## src/rtl/id_hazard_ctrl.sv

```systemverilog
// ID-stage hazard controller: scoreboards in-flight load/long-op destinations,
// detects RAW/WAW/structural hazards and sequences redirect flushes.
module id_hazard_ctrl #(
    parameter int unsigned FLUSH_LEN = 2,
    parameter int unsigned CNT_W     = 32
) (
    input  logic             clk,
    input  logic             rst_n,
    input  logic             id_valid,
    input  logic [4:0]       id_rs1,
    input  logic [4:0]       id_rs2,
    input  logic [4:0]       id_rd,
    input  logic             id_uses_rs1,
    input  logic             id_uses_rs2,
    input  logic             id_writes_rd,
    input  logic             id_is_load,
    input  logic             id_is_long,
    input  logic             long_done,
    input  logic             wb_valid,
    input  logic [4:0]       wb_rd,
    input  logic             ex_redirect,
    output logic             issue,
    output logic             stall,
    output logic             bubble,
    output logic             flush,
    output logic [31:0]      pending,
    output logic [CNT_W-1:0] stall_count
);

    localparam int unsigned NREG = 32;
    localparam int unsigned FC_W = 3;

    if (FLUSH_LEN < 1 || FLUSH_LEN > 4) begin : g_bad_flush_len
        $error("FLUSH_LEN must be in 1..4");
    end

    typedef enum logic {
        ST_RUN   = 1'b0,
        ST_FLUSH = 1'b1
    } state_t;

    state_t            state, state_nxt;
    logic [FC_W-1:0]   cnt, cnt_nxt;
    logic              long_busy, long_busy_nxt;
    logic [NREG-1:0]   pending_nxt;
    logic [CNT_W-1:0]  stall_count_nxt;

    logic [NREG-1:0]   clr_vec;
    logic [NREG-1:0]   set_vec;
    logic [NREG-1:0]   eff;
    logic              hazard;
    logic              flush_raw;

    // State register
    always_ff @(posedge clk or negedge rst_n) begin
        if (!rst_n) begin
            state       <= ST_RUN;
            cnt         <= '0;
            long_busy   <= 1'b0;
            pending     <= '0;
            stall_count <= '0;
        end else begin
            state       <= state_nxt;
            cnt         <= cnt_nxt;
            long_busy   <= long_busy_nxt;
            pending     <= pending_nxt;
            stall_count <= stall_count_nxt;
        end
    end

    // Hazard detection, control outputs and next-state logic
    always_comb begin
        clr_vec         = '0;
        set_vec         = '0;
        state_nxt       = state;
        cnt_nxt         = cnt;
        long_busy_nxt   = long_busy;
        stall_count_nxt = stall_count;

        if (wb_valid && wb_rd != 5'd0) begin
            clr_vec[wb_rd] = 1'b1;
        end
        // A same-cycle writeback releases its consumer without an extra cycle
        eff = pending & ~clr_vec;

        hazard = (id_uses_rs1  && eff[id_rs1])
              || (id_uses_rs2  && eff[id_rs2])
              || (id_writes_rd && eff[id_rd])
              || (id_is_long   && long_busy && !long_done);

        flush_raw = ex_redirect || (state == ST_FLUSH);

        // rst_n gating keeps the combinational controls quiet during reset
        flush  = rst_n && flush_raw;
        issue  = rst_n && id_valid && !hazard && !flush_raw;
        stall  = rst_n && id_valid &&  hazard && !flush_raw;
        bubble = stall || flush;

        case (state)
            ST_RUN: begin
                if (ex_redirect && FLUSH_LEN > 1) begin
                    state_nxt = ST_FLUSH;
                    cnt_nxt   = FC_W'(FLUSH_LEN - 1);
                end
            end
            ST_FLUSH: begin
                if (ex_redirect) begin
                    cnt_nxt = FC_W'(FLUSH_LEN - 1);
                end else if (cnt == FC_W'(1)) begin
                    state_nxt = ST_RUN;
                    cnt_nxt   = '0;
                end else begin
                    cnt_nxt = cnt - FC_W'(1);
                end
            end
            default: begin
                state_nxt = ST_RUN;
                cnt_nxt   = '0;
            end
        endcase

        if (issue && id_writes_rd && (id_is_load || id_is_long) && id_rd != 5'd0) begin
            set_vec[id_rd] = 1'b1;
        end
        // Set is applied after clear so an issuing writer wins a collision
        pending_nxt    = (pending & ~clr_vec) | set_vec;
        pending_nxt[0] = 1'b0;

        if (issue && id_is_long) begin
            long_busy_nxt = 1'b1;
        end else if (long_done) begin
            long_busy_nxt = 1'b0;
        end

        if (stall) begin
            stall_count_nxt = stall_count + CNT_W'(1);
        end
    end

endmodule

```

## config.mk

```make
export PLATFORM = sky130hd
export DESIGN_NAME = id_hazard_ctrl
export DESIGN_NICKNAME = d
export VERILOG_FILES = /design/src/rtl/id_hazard_ctrl.sv
export SDC_FILE = /design/constraint.sdc
export NUM_CORES = 1
export LEC_CHECK = 0
export CORE_UTILIZATION = 49
export CTS_BUF_LIST = sky130_fd_sc_hd__clkbuf_4 sky130_fd_sc_hd__clkbuf_8
export DETAILED_ROUTE_END_ITERATION = 10
export HOLD_SLACK_MARGIN = 0.15
export PLACE_DENSITY = 0.83
export SLEW_MARGIN = 10
export SYNTH_ARGS = -nofsm -noshare
export SYNTH_HDL_FRONTEND = slang
export SYNTH_SLANG_ARGS = --single-unit
```

## constraint.sdc

```tcl
create_clock -name clk -period 2.6 [get_ports clk]
set_input_delay 0.39 -clock clk [delete_from_list [all_inputs] [get_ports clk]]
set_output_delay 0.39 -clock clk [all_outputs]
set_load 0.005 [all_outputs]
```

==> out/results.ini, run 1 <==
[worst_setup_path]
crit_type = in2out
slowest_delay_ps = 440
reg2reg_to = stall_count[30]
r2r_cells = 8
startpoint_type = primary input
worst-path-max-fanout = 6
crit_path_top_delay_cell = or3_1
worstPathCellList = clkdlybuf4s15_1 -> buf_4 -> or3_1 -> o21a_1 -> o32ai_1 -> nand4b_1 -> nor4_2 -> a22oi_2 -> buf_4 -> nand3_4 -> inv_1 -> clkdlybuf4s15_2
cp.arrival_ps = 2680
cp_num_buf_inv = 5
critPathRequiredTime_ps = 2210
cp_common_cell = buf_4
crit_family = buffers and inverters
reg2reg_setup_slack_ps = -390
r2r-start = stall_count[8]
crit_path_end_kind = output pin

[route]
drtIter0Drc = 827
wl_per_cell_um = 26.9
dr.pass1.iters = 5
post_drt_via_cell_ratio = 6.98
vias = 6589
route.detailed.drc = 0
routed_wl_um = 25400
antenna_left = 0

[power_and_ir_drop]
pwr_density_cell_nw_per_um2 = 360
finalPower_mw = 3.13
p_leak_nw = 3.75
irDropWorstVdd_mv = 0.396

[grt]
track_usage = 0.416
antenna_found_initial = 0
grt_pass1_wl_um = 35500
grt_pass1_vias = 6409
grt_start_max_net_pins = 62
gr-total-overflow = 0

[run]
drv_cap = 0

[cts]
cts.sinks = 68
cts-buffers-inserted = 9
cts.reportedPaths.clkPinSlew_ps = 70
clk-insertion-delay-late_ps = 380
cts-root-buf = clkbuf_8
htree_levels = 3
cts_tree = built
clockBufferDepth = 2

[placed_design]
gp_congestion = 1.01
place_hpwl_um = 14700
dpl_cell_area_um2 = 7320
portBuffers = 97
place_inst = 886

[yosys]
syn-num-nets = 581
synth_top_area_frac = 0.325
netlist_area_um2 = 5240
synth-seq-cells = 68
synthArstFlopShare = 1.00
synth_area_per_cell_um2 = 9.59
ys_types = 77
syn_inst = 547
synth_area_leaders = dfrtp_1 (32%), xor2_1 (5.3%), o41ai_1 (5.0%)
ys.flop_type = dfrtp_1
synth_edf_count = 0
seq_area_frac_synth = 0.325
yosys_warnings = 0
synth_top_area_cell = dfrtp_1

[final_layout]
drive_above_1_share = 0.441
fin_nets = 837
syn2layout_area_growth_pct = 66.0
final_common_cell = buf_4
fin_area_um2 = 8700
final_cell_mix = buf_4 (166), clkdlybuf4s50_1 (74), dfrtp_1 (66)
antenna_cells = 0
instances_no_fill = 944
final_util = 0.839

[timing]
final_max_slew_viol_count = 0
finalCritPeriodShare = 1.18
max_freq_ghz = 0.325
setup_viol = 66
tightest_slew_ps = 814
relSlewSlack = 0.457
clock_skew_ps = 18.1
period_minus_slack_ps = 3070
hold_violations = 0
rsz0062_at_grt = true
fin_ws_ps = -472

[die]
dieHeight_um = 105
die-area_um2 = 11100
row_count = 37
io_pins = 99
die_w_um = 105
core-area_um2 = 10400
initial_core_util = 0.506

[run_status]
outcome = complete, but fails checks
violations = setup timing

[worst_hold_path]
holdCritPathClass = in2async

-- kinds of logic after synthesis --
kind of cell,share of synthesized area
mux,0.0806
buf+inv,0.0649
simple gates,0.188
xor+xnor,0.0649
fa+ha+maj,0.00716
compound gates,0.269
flops,0.325
other cells,0.000715
-- worst reg2reg max path, stage by stage (launching register included) --
cell and delay [ps]:
dfrtp_1 450, and4_1 310, and3_1 270, and3_1 270, nand4_1 380, nor2_2 340
nand3_1 230, a2111oi_4 390, xor2_1 280
-- what timing repair did --
item | 4_1_cts | 5_1_grt
endpoints found under the hold margin | 7 | 0
setup buffers | 23 | 12
hold buffers | 1 | 0
setup endpoints to repair | 67 | 66
gates resized for setup | 169 | 50
cloned | 6 | 0
pin swaps | 39 | 20
-- state kept, by name, indices dropped and copies added (netlist names) --
| signal | cells |
|---|---|
| long_busy | 1 |
| cnt | 3 |
| stall_count | 32 |
| pending | 31 |
| state | 1 |
-- layout make-up --
cell class	count	area, um2
multi-input cells	410	3910
repair buffers	293	2630
flip-flops and latches	68	1700
fillers	532	1670
well taps	136	170
clock buffers	11	151
inverters	21	83.8
clock inverters	5	58.8
-- worst max path at each step --
stage / startpoint / end / slack, ps / cells after the start
after floorplan: id_rd[3] / issue / 10 / 11
after global placement: id_rs1[0] / issue / -1080 / 10
after detailed placement: id_rs1[0] / issue / -1100 / 10
after CTS: pending[2] / bubble / -330 / 10
after global routing: id_rs1[4] / issue / -480 / 11
final: id_rd[4] / issue / -470 / 12
-- Yosys cell counts (18+ instances only) --
master / number
a211oi_1: 21
dfrtp_1: 68
inv_1: 20
mux2i_1: 22
nand2_1: 25
nand3_1: 25
nor2_1: 18
nor3_1: 20
o21ai_0: 30
o41ai_1: 30
xor2_1: 32
-- stage by stage --
stage / setup TNS (ps) / setup WS [ps] / hold WS [ps]
after floorplan: 0 / 12.2 / 94.4
after global placement: -55970 / -1080 / 262
after detailed placement: -59140 / -1100 / 267
after CTS: -3590 / -334 / 422
after global routing: -18980 / -481 / 479
final: -17450 / -472 / 469
-- routing by layer --
layer,wire length [um],global-route usage
met1,8890,0.496
met2,12000,0.697
met3,2530,0.0823
met4,1940,0.242
met5,0,0
-- where the power goes --
| group | internal (mW) | switching [mW] |
|---|---|---|
| Clock | 0.498 | 0.487 |
| Sequential | 1.11 | 0.0790 |
| Combinational | 0.445 | 0.515 |
Power figures use the tool's default switching activity.
==> run 2, diff against run 1 <==
--- a/config.mk
+++ b/config.mk
@@ -7,6 +7,7 @@
 export LEC_CHECK = 0
 export CORE_UTILIZATION = 49
 export CTS_BUF_LIST = sky130_fd_sc_hd__clkbuf_4 sky130_fd_sc_hd__clkbuf_8
+export CTS_CLUSTER_DIAMETER = 80
 export DETAILED_ROUTE_END_ITERATION = 10
 export HOLD_SLACK_MARGIN = 0.15
 export PLACE_DENSITY = 0.83
==> results of run 2 <==
The final DEF is identical to that of run 1; final timing and power are the same.
